`config.mk`:
```
export PLATFORM = sky130hd
export DESIGN_NAME = param_data_memory
export DESIGN_NICKNAME = d
export VERILOG_FILES = /design/src/rtl/mem_pkg.sv /design/src/rtl/mem_array.sv /design/src/rtl/param_data_memory.sv
export SDC_FILE = /design/constraint.sdc
export NUM_CORES = 2
export LEC_CHECK = 0
export ABC_CLOCK_PERIOD_IN_PS = 5350
export CAP_MARGIN = 15
export CORE_UTILIZATION = 45
export DETAILED_ROUTE_END_ITERATION = 16
export PLACE_DENSITY_LB_ADDON = 0.2
export SLEW_MARGIN = 30
export SYNTH_ARGS = -nofsm -noshare
export SYNTH_HDL_FRONTEND = slang
export SYNTH_SLANG_ARGS = --single-unit
```
`constraint.sdc`:
```
create_clock -name CLK -period 5.35 [get_ports CLK]
set_clock_uncertainty 0.05 [all_clocks]
set_input_delay 0.535 -clock CLK [delete_from_list [all_inputs] [get_ports CLK]]
set_output_delay 0.535 -clock CLK [all_outputs]
set_load 0.02 [all_outputs]
```
`src/rtl/mem_pkg.sv`:
```
// Shared types for the parametrised data memory: FSM states, latency bound,
// and a default-width response record.
package mem_pkg;

  localparam int RD_LAT_MAX  = 2;
  localparam int DFLT_DATA_W = 8;

  typedef enum logic {
    MEM_CLEAR,
    MEM_READY
  } mem_state_e;

  typedef struct packed {
    logic                   valid;
    logic                   err;
    logic [DFLT_DATA_W-1:0] data;
  } mem_resp_t;

endpackage

```
`src/rtl/mem_array.sv`:
```
// Plain DEPTH x DATA_W single-port array: synchronous write, synchronous read.
module mem_array #(
  parameter int DATA_W = 8,
  parameter int ADDR_W = 8,
  parameter int DEPTH  = 256
) (
  input  logic              clk_i,
  input  logic              we_i,
  input  logic              re_i,
  input  logic [ADDR_W-1:0] addr_i,
  input  logic [DATA_W-1:0] wdata_i,
  output logic [DATA_W-1:0] rdata_o
);

  logic [DATA_W-1:0] mem_q [DEPTH];
  logic [DATA_W-1:0] rdata_q;

  // Callers guarantee addr_i < DEPTH whenever we_i or re_i is set.
  always_ff @(posedge clk_i) begin
    if (we_i) mem_q[addr_i] <= wdata_i;
    if (re_i) rdata_q <= mem_q[addr_i];
  end

  assign rdata_o = rdata_q;

endmodule

```
`src/rtl/param_data_memory.sv`:
```
// MEM-stage data memory: valid/ready requests, post-reset zero-fill,
// 1- or 2-cycle registered read responses with out-of-range flagging.
module param_data_memory
  import mem_pkg::*;
#(
  parameter int DATA_W         = 8,
  parameter int ADDR_W         = 8,
  parameter int DEPTH          = 256,
  parameter int RD_LAT         = 1,
  parameter bit CLEAR_ON_RESET = 1'b1
) (
  input  logic              CLK,
  input  logic              RST,
  input  logic              Req_Valid,
  output logic              Req_Ready,
  input  logic              Req_We,
  input  logic [ADDR_W-1:0] Address,
  input  logic [DATA_W-1:0] Data_in,
  output logic              Resp_Valid,
  output logic              Resp_Err,
  output logic [DATA_W-1:0] Data_out,
  output logic              Init_Done
);

  if (RD_LAT < 1 || RD_LAT > RD_LAT_MAX) begin : g_bad_lat
    $fatal(1, "param_data_memory: RD_LAT must be 1 or 2");
  end
  if (DEPTH < 1 || DEPTH > (1 << ADDR_W)) begin : g_bad_depth
    $fatal(1, "param_data_memory: DEPTH must be in 1..2**ADDR_W");
  end

  // One extra bit so DEPTH == 2**ADDR_W is representable.
  localparam logic [ADDR_W:0] DEPTH_C = (ADDR_W+1)'(DEPTH);
  localparam logic [ADDR_W:0] LAST_C  = (ADDR_W+1)'(DEPTH - 1);

  mem_state_e        state_q;
  logic [ADDR_W:0]   clr_cnt_q;
  logic              rdy_q;
  logic              done_q;

  logic              clearing;
  logic              in_range;
  logic              acc_rd;
  logic              acc_wr;
  logic              arr_we;
  logic              arr_re;
  logic [ADDR_W-1:0] arr_addr;
  logic [DATA_W-1:0] arr_wdata;
  logic [DATA_W-1:0] arr_rdata;

  logic [RD_LAT-1:0] vld_pipe_q;
  logic [RD_LAT-1:0] err_pipe_q;
  logic [DATA_W-1:0] out_data;
  logic              out_err;

  assign clearing = (state_q == MEM_CLEAR) && !RST;
  assign in_range = {1'b0, Address} < DEPTH_C;
  assign acc_rd   = Req_Valid & rdy_q & ~Req_We & ~RST;
  assign acc_wr   = Req_Valid & rdy_q &  Req_We & ~RST;

  // Clear sequence and request path share the single array port.
  assign arr_we    = clearing | (acc_wr & in_range);
  assign arr_re    = acc_rd & in_range;
  assign arr_addr  = clearing ? clr_cnt_q[ADDR_W-1:0] : Address;
  assign arr_wdata = clearing ? '0 : Data_in;

  mem_array #(
    .DATA_W (DATA_W),
    .ADDR_W (ADDR_W),
    .DEPTH  (DEPTH)
  ) u_array (
    .clk_i   (CLK),
    .we_i    (arr_we),
    .re_i    (arr_re),
    .addr_i  (arr_addr),
    .wdata_i (arr_wdata),
    .rdata_o (arr_rdata)
  );

  always_ff @(posedge CLK) begin
    if (RST) begin
      state_q   <= CLEAR_ON_RESET ? MEM_CLEAR : MEM_READY;
      clr_cnt_q <= '0;
      rdy_q     <= 1'b0;
      done_q    <= 1'b0;
    end else begin
      case (state_q)
        MEM_CLEAR: begin
          clr_cnt_q <= clr_cnt_q + 1'b1;
          if (clr_cnt_q == LAST_C) begin
            state_q <= MEM_READY;
            rdy_q   <= 1'b1;
            done_q  <= 1'b1;
          end
        end
        default: begin
          rdy_q  <= 1'b1;
          done_q <= 1'b1;
        end
      endcase
    end
  end

  // Bit i of each pipe is the request state i+1 cycles after acceptance.
  always_ff @(posedge CLK) begin
    if (RST) begin
      vld_pipe_q <= '0;
      err_pipe_q <= '0;
    end else begin
      vld_pipe_q <= RD_LAT'({vld_pipe_q, acc_rd});
      err_pipe_q <= RD_LAT'({err_pipe_q, acc_rd & ~in_range});
    end
  end

  if (RD_LAT == 2) begin : g_lat2
    logic [DATA_W-1:0] data2_q;
    always_ff @(posedge CLK) begin
      data2_q <= arr_rdata;
    end
    assign out_data = data2_q;
  end else begin : g_lat1
    assign out_data = arr_rdata;
  end

  assign out_err    = err_pipe_q[RD_LAT-1];
  assign Resp_Valid = vld_pipe_q[RD_LAT-1];
  assign Resp_Err   = Resp_Valid & out_err;
  assign Data_out   = (Resp_Valid && !out_err) ? out_data : '0;
  assign Req_Ready  = rdy_q;
  assign Init_Done  = done_q;

endmodule

```
=== Word-level counts from Yosys, hierarchy flattened ===
Memories as Yosys holds them, arrays and structs flattened. A register that Yosys moved wholly into a read port is not among the register bits.
Index checks and enable logic that the tools add are counted.

* Bitwise gates (word level): 9
* Eq/ne operators: 1
* Add/subtract/negate cells: 1
* Mux-type cells: 9
* Reduce and logical (&&, ||, !) cells: 3

{| class="wikitable"
|+ Operator list
! cell !! count
|-
| $mux 8 || 3
|-
| $add 9x1->9 const B || 1
|-
| $eq 9x8->1 const B || 1
|-
| $mux 1 || 6
|-
| $and 1x1->1 || 5
|-
| $not 1->1 || 3
|-
| $reduce_bool 2->1 || 1
|-
| $logic_and 1x1->1 || 1
|-
| $logic_not 1->1 || 1
|-
| $or 1x1->1 || 1
|}

* Output and inout port bits: 12
* Bits in registers: 12
* Memories: 1
* Logic and storage cells: 28
* Memory bits (writable): 2,048
* Input bits: 20

{| class="wikitable"
|+ Memories
! memory !! depth !! width !! rd ports !! clocked after Yosys merged registers in !! write ports !! RTL line !! text
|-
| u_array.mem_q || 256 || 8 || 1 || 1 || 1 || mem_array.sv:15 || <nowiki>logic [DATA_W-1:0] mem_q [DEPTH];</nowiki>
|}

=== Longest topological paths before layout ===
* Depth after elaboration: 6
* Mapped depth: 11
* Gate-level depth less buffers: 8

=== By module ===
A second synthesis with hierarchy kept.

* Cell total of the unflattened synthesis: 3,634
* Area, all modules: 79,313.6 µm²

{| class="wikitable"
|+ By module, submodules not included
! module !! seq. area each (µm²) !! cells each !! area an instance (µm²) !! times used
|-
| mem_array || 61,739.2 || 3,547 || 78,572.9 || 1
|-
| param_data_memory || 240.2 || 87 || 740.7 || 1
|}

=== Worst setup path after synthesis ===
No wires, ideal clock.

* Path type: in2reg
* Start point: input port RST
* End point: memory u_array.mem_q[0][0], data pin
* Library setup time: 0.869 ns
* Cell stages on the path: 5
* Buffers on the path: 3
* Slack: -0.036 ns
* Data required time: 4.431 ns
* Arrival time: 4.467 ns
* Cells stage by stage: or2_1 buf_2 buf_2 clkbuf_1 and2_1

* Longest elaborated chain between the ends: 3

{| class="wikitable"
|+ RTL lines
! element !! RTL line !! text
|-
| start: declaration || param_data_memory.sv:13 || <nowiki>input logic RST,</nowiki>
|-
| $logic_not 1->1 || param_data_memory.sv:56 || <nowiki>assign clearing = (state_q == MEM_CLEAR) && !RST;</nowiki>
|-
| $logic_and 1x1->1 || param_data_memory.sv:56 ||
|-
| $mux 8 || param_data_memory.sv:65 || <nowiki>assign arr_wdata = clearing ? '0 : Data_in;</nowiki>
|-
| net arr_wdata[0] || param_data_memory.sv:48 || <nowiki>logic [DATA_W-1:0] arr_wdata;</nowiki>
|-
| end: declaration || mem_array.sv:15 ||
|}

The timed path passes the listed nets, and every way through them passes these cells.

=== Worst setup path after layout ===
* Start point: register state_q
* End point: register u_array.rdata_q[2], in the netlist u_array.rdata_o[2], read port of u_array.mem_q, data pin

* Longest elaborated chain between the ends: 3

{| class="wikitable"
|+ RTL lines
! element !! RTL line !! text
|-
| start: declaration || param_data_memory.sv:36 || <nowiki>mem_state_e state_q;</nowiki>
|-
| start signal: assignment || param_data_memory.sv:82 || <nowiki>state_q <= CLEAR_ON_RESET ? MEM_CLEAR : MEM_READY;</nowiki>
|-
| $not 1->1 || - ||
|-
| $logic_and 1x1->1 || param_data_memory.sv:56 ||
|-
| $mux 8 || param_data_memory.sv:64 || <nowiki>assign arr_addr = clearing ? clr_cnt_q[ADDR_W-1:0] : Address;</nowiki>
|-
| end: declaration || mem_array.sv:16 || <nowiki>logic [DATA_W-1:0] rdata_q;</nowiki>
|}

Every way passes these cells.
A chain may end at the register's enable or synchronous reset.

==> results.md <==
Outcome:
- The run finished with clean final reports.

Place:
- Detailed placement ended at an HPWL of 124 mm.
- In this run the tool buffered the top-level ports with 30 buffer cells.
- The placed instance count is 6444.
- The placer's final routability congestion estimate is 0.863.
- After detailed placement, the total cell area comes to 81400 um2.

Floorplanning:
- The floorplan step set the die width to 414 um.
- For this configuration, the core starts out at a cell density of 45.5%.
- The die height is 414 um.
- The area of the die is 171000 um2.
- After floorplanning, the core was sized to cover 168000 um2.
- The total number of placement rows is 150.
- The top-level port count is 32.

Yosys:
- The number of different library cells used by synthesis comes to 44.
- In the synthesized netlist, the number of instances is 4181.
- The Yosys step of the flow raised 0 warnings.
- The total nets after synthesis is 4203.
- The flop and latch count out of synthesis is 2068.
- The count of flip-flops with a built-in enable after synthesis is 2056.
- Counting flops with an async set or reset pin after synthesis yields a share of 0%.
- In the synthesized netlist the dominant register cell turns out to be sky130_fd_sc_hd__edfxtp_1.
- The average instance in the mapped netlist occupies 18.3 um2.
- The part of the Yosys area used for sequential elements is 81.2%.
- Summing every instance area after synthesis gives 76300 um2.

Clocking:
- The post-CTS clock slew at the launch and capture registers of the worst setup and hold paths is 60 ps.
- The count of cells resized by post-cts repair is 0.
- In this run, post-CTS hold repair placed 0 buffers.
- The number of clock sinks is 2068.
- Counting the buffers created by CTS gives 201.
- The H-tree was split into 4 levels.
- Counting along the longest clock path gives a buffer depth of 3.
- The clock tree root buffer cell is sky130_fd_sc_hd__clkbuf_16.
- The TritonCTS clock tree is yes.
- The number of setup buffers added after CTS is 0.
- The clock latency on the worst-skew pair is 820 ps.

Hold path:
- In this run the worst hold path is classified as input port to flip-flop.

STA:
- The total setup violations reported at the end of the flow is 0.
- Timing would allow up to 0.207 GHz.
- Setup repair after global routing left no endpoint under its margin.
- The final clock period utilization by the worst path is 90.4%.
- The final period demand of the worst path is 4830 ps.
- For the final routed database, the setup TNS stands at 0 ps.
- The slew at the pin closest to its max-slew limit is 997 ps.
- The max-slew violation total from the final report was 0.
- The worst slew margin relative to its limit is 33.2%.
- The final number of hold-violating endpoints is 0.

Routing:
- The average wire length per cell after detail routing is 30.5 um.
- The first detailed-routing pass ran for 6 iterations.
- The DRC violation count after routing is 0.
- The overall routed net length is 208 mm.
- The DRC marker count from the first detailed-route iteration is 5069.
- The total via count after detailed routing is 43000.
- The count of nets left with antenna violations once routing finished came out at 0.
- Using the TritonRoute via totals, the vias-per-cell ratio works out to 6.31.

Critical path:
- The worst setup path is of the flip-flop to flip-flop kind.
- The nature of the critical path startpoint is a flip-flop.
- The number of buffers and inverters on the critical path is 2.
- The biggest fanout along the worst timing path is 56.
- The worst setup path is captured at a flip-flop.
- Traced cell by cell, the critical path runs through or2_1 -> o21ai_4 -> buf_12 -> buf_4 -> a22o_1 -> a221oi_1 -> o22ai_1 -> nor4_1 -> a21oi_1 -> a2111o_1.
- On the worst path, the slowest cell contributes a delay of 810 ps.
- The cell family contributing the most delay on the critical path is compound AO/OA/AOI/OAI gates.
- STA puts the critical path data required time at 5870 ps.
- The worst endpoint data arrival time is 5350 ps.
- The cell type of the slowest stage on the worst timing path is sky130_fd_sc_hd__nor4_1.

Cells and area:
- Compared with the post-synthesis result, the final layout area differs by 15.2%.
- The finished layout holds 6813 standard cells, fillers aside.
- With fillers left out, the area of the finished cells amounts to 87900 um2.
- The number of nets in the layout is 4465.
- Of the cells placed in the final design, the portion with a size suffix greater than 1 is 14.5%.

Run:
- The number of maximum-capacitance violations is 0.

GRT:
- The largest net degree at the start of global routing is 139.
- The first global-routing pass estimated 299 mm of wire.
- The initial antenna violation count is 7.
- The via count of the first global-routing pass came to 41700.
- After global routing the overflow that remains totals 0.
- Global routing consumed, over all layers together, 24.1% of the routing resources.

Power:
- Dividing total power by cell area gives a power density of 388 nW/um2.
- Summing internal, switching and leakage power gives 34.2 mW.
- VDD sags by at most 385 uV.
- The analysis attributes to cell leakage a power of 27.8 nW.
-- power by group --
group | switching (mW) | internal (mW) | leakage [nW] | total (mW)
logic | 1.50 | 0.751 | 5.71 | 2.25
registers | 0.00803 | 17.8 | 18.9 | 17.8
clock network | 5.99 | 8.07 | 3.19 | 14.1
-- per-layer routing --
layer | wire length [um] | vias up | track usage [%] | share of wire, %
met5 | 41 | - | 0 | 0.020
met4 | 7120 | 6 | 8.58 | 3.4
met3 | 14400 | 339 | 3.62 | 6.9
met2 | 97300 | 1814 | 37.5 | 47
met1 | 89200 | 22400 | 34.6 | 43
li1 | - | 18400 | - | -
-- layout make-up --
cell class | instances | area [um2]
Fill cell | 13400 | 79900
Sequential cell | 2068 | 62000
Multi-Input combinational cell | 1793 | 13200
Clock buffer | 251 | 5430
Timing Repair Buffer | 375 | 3490
Tap cell | 2204 | 2760
Clock inverter | 117 | 1070
Inverter | 4 | 15.0
Antenna cell | 1 | 2.50
-- final timing paths --
check,startpoint,endpoint,slack (ps),cells after the start
worst min register to register,clr_cnt_q[8],clr_cnt_q[8],450,2
worst max-delay path,state_q,u_array.rdata_o[2],520,10
worst min-delay path,Req_Valid,Resp_Valid,340,2
worst max register to register,state_q,u_array.rdata_o[2],520,10
-- sequential cells by signal, summed over array words and instances (netlist names) --
| signal | flops |
|---|---|
| Init_Done | 1 |
| Resp_Valid | 1 |
| clr_cnt_q | 9 |
| state_q | 1 |
| u_array.mem_q | 2048 |
| u_array.rdata_o | 8 |
-- worst reg2reg max path: stages, from the launching register on --
cell                       delay [ps]
sky130_fd_sc_hd__dfxtp_1          700
sky130_fd_sc_hd__or2_1            510
sky130_fd_sc_hd__o21ai_4          230
sky130_fd_sc_hd__buf_12           230
sky130_fd_sc_hd__buf_4            400
sky130_fd_sc_hd__a22o_1           380
sky130_fd_sc_hd__a221oi_1         370
sky130_fd_sc_hd__o22ai_1          210
sky130_fd_sc_hd__nor4_1           810
sky130_fd_sc_hd__a21oi_1          340
sky130_fd_sc_hd__a2111o_1         350
-- cells in the mapped netlist (all sizes together), types with 2 or more instances --
master	count	area, um2
a2111o	8	90.1
a21boi	8	60.1
a21oi	19	95.1
a221oi	512	4480
a22o	512	4480
and2	16	100
buf	113	543
clkbuf	203	762
dfxtp	12	240
edfxtp	2056	61700
ha	2	25.0
inv	4	15.0
nand2	65	246
nand2b	3	18.8
nand3	7	35.0
nand3b	9	67.6
nor2	271	1020
nor2b	3	18.8
nor4	64	400
nor4b	2	17.5
o21ai	8	51.3
o22ai	256	1600
o31ai	5	47.5
or3	5	31.3
or4b	2	20.0
xnor2	3	26.3
xor2	3	26.3
-- per-stage QoR --
stage	utilization, %	worst slack (ps)	hold slack, ps
floorplan	-	1790	404
global placement	48.5	121	420
detailed placement	48.5	116	437
CTS	52.4	576	297
global route	52.4	457	320
finish	52.4	516	339
-- cells by family (layout without fill, tap and decap cells) --
group / after synthesis / count (layout) / share of synthesized area, %
buffers and inverters: 320 / 747 / 1.73
muxes: 1 / 1 / 0.0131
AOI/OAI and AO/OA: 1332 / 1332 / 14.3
xor gates and xnor gates: 6 / 6 / 0.0688
and+or+nand+nor: 451 / 451 / 2.63
other: 1 / 2 / 0.00491
adders and majority gates: 2 / 2 / 0.0328
DFF: 2068 / 2068 / 81.2
-- layout by cell type, fill, tap and decap left out, types with 3 or more instances in the layout --
cell,synthesis,final
sky130_fd_sc_hd__o21ai_0,3,3
sky130_fd_sc_hd__buf_4,6,297
sky130_fd_sc_hd__nand3b_1,9,9
sky130_fd_sc_hd__nand2b_1,3,3
sky130_fd_sc_hd__and2_4,0,8
sky130_fd_sc_hd__dfxtp_1,12,12
sky130_fd_sc_hd__a22o_1,512,512
sky130_fd_sc_hd__xnor2_1,3,3
sky130_fd_sc_hd__o21ai_4,0,3
sky130_fd_sc_hd__a21oi_1,19,19
sky130_fd_sc_hd__bufinv_16,0,19
sky130_fd_sc_hd__a221oi_1,512,512
sky130_fd_sc_hd__a21boi_1,8,8
sky130_fd_sc_hd__clkinv_1,0,49
sky130_fd_sc_hd__nor2b_1,3,3
sky130_fd_sc_hd__buf_12,0,48
sky130_fd_sc_hd__nand2_2,1,23
sky130_fd_sc_hd__or3_1,5,5
sky130_fd_sc_hd__nor4_1,64,62
sky130_fd_sc_hd__nand2_1,64,42
sky130_fd_sc_hd__nand3_1,7,7
sky130_fd_sc_hd__o22ai_1,256,256
sky130_fd_sc_hd__a2111o_1,8,8
sky130_fd_sc_hd__clkinv_2,0,39
sky130_fd_sc_hd__nor2_1,270,270
sky130_fd_sc_hd__and2_1,16,8
sky130_fd_sc_hd__clkdlybuf4s50_1,0,30
sky130_fd_sc_hd__inv_1,4,4
sky130_fd_sc_hd__clkbuf_8,0,4
sky130_fd_sc_hd__xor2_1,3,3
sky130_fd_sc_hd__clkinvlp_4,0,3
sky130_fd_sc_hd__edfxtp_1,2056,2056
sky130_fd_sc_hd__clkbuf_1,203,38
sky130_fd_sc_hd__clkbuf_16,0,209
Power figures use the tool's default switching activity.
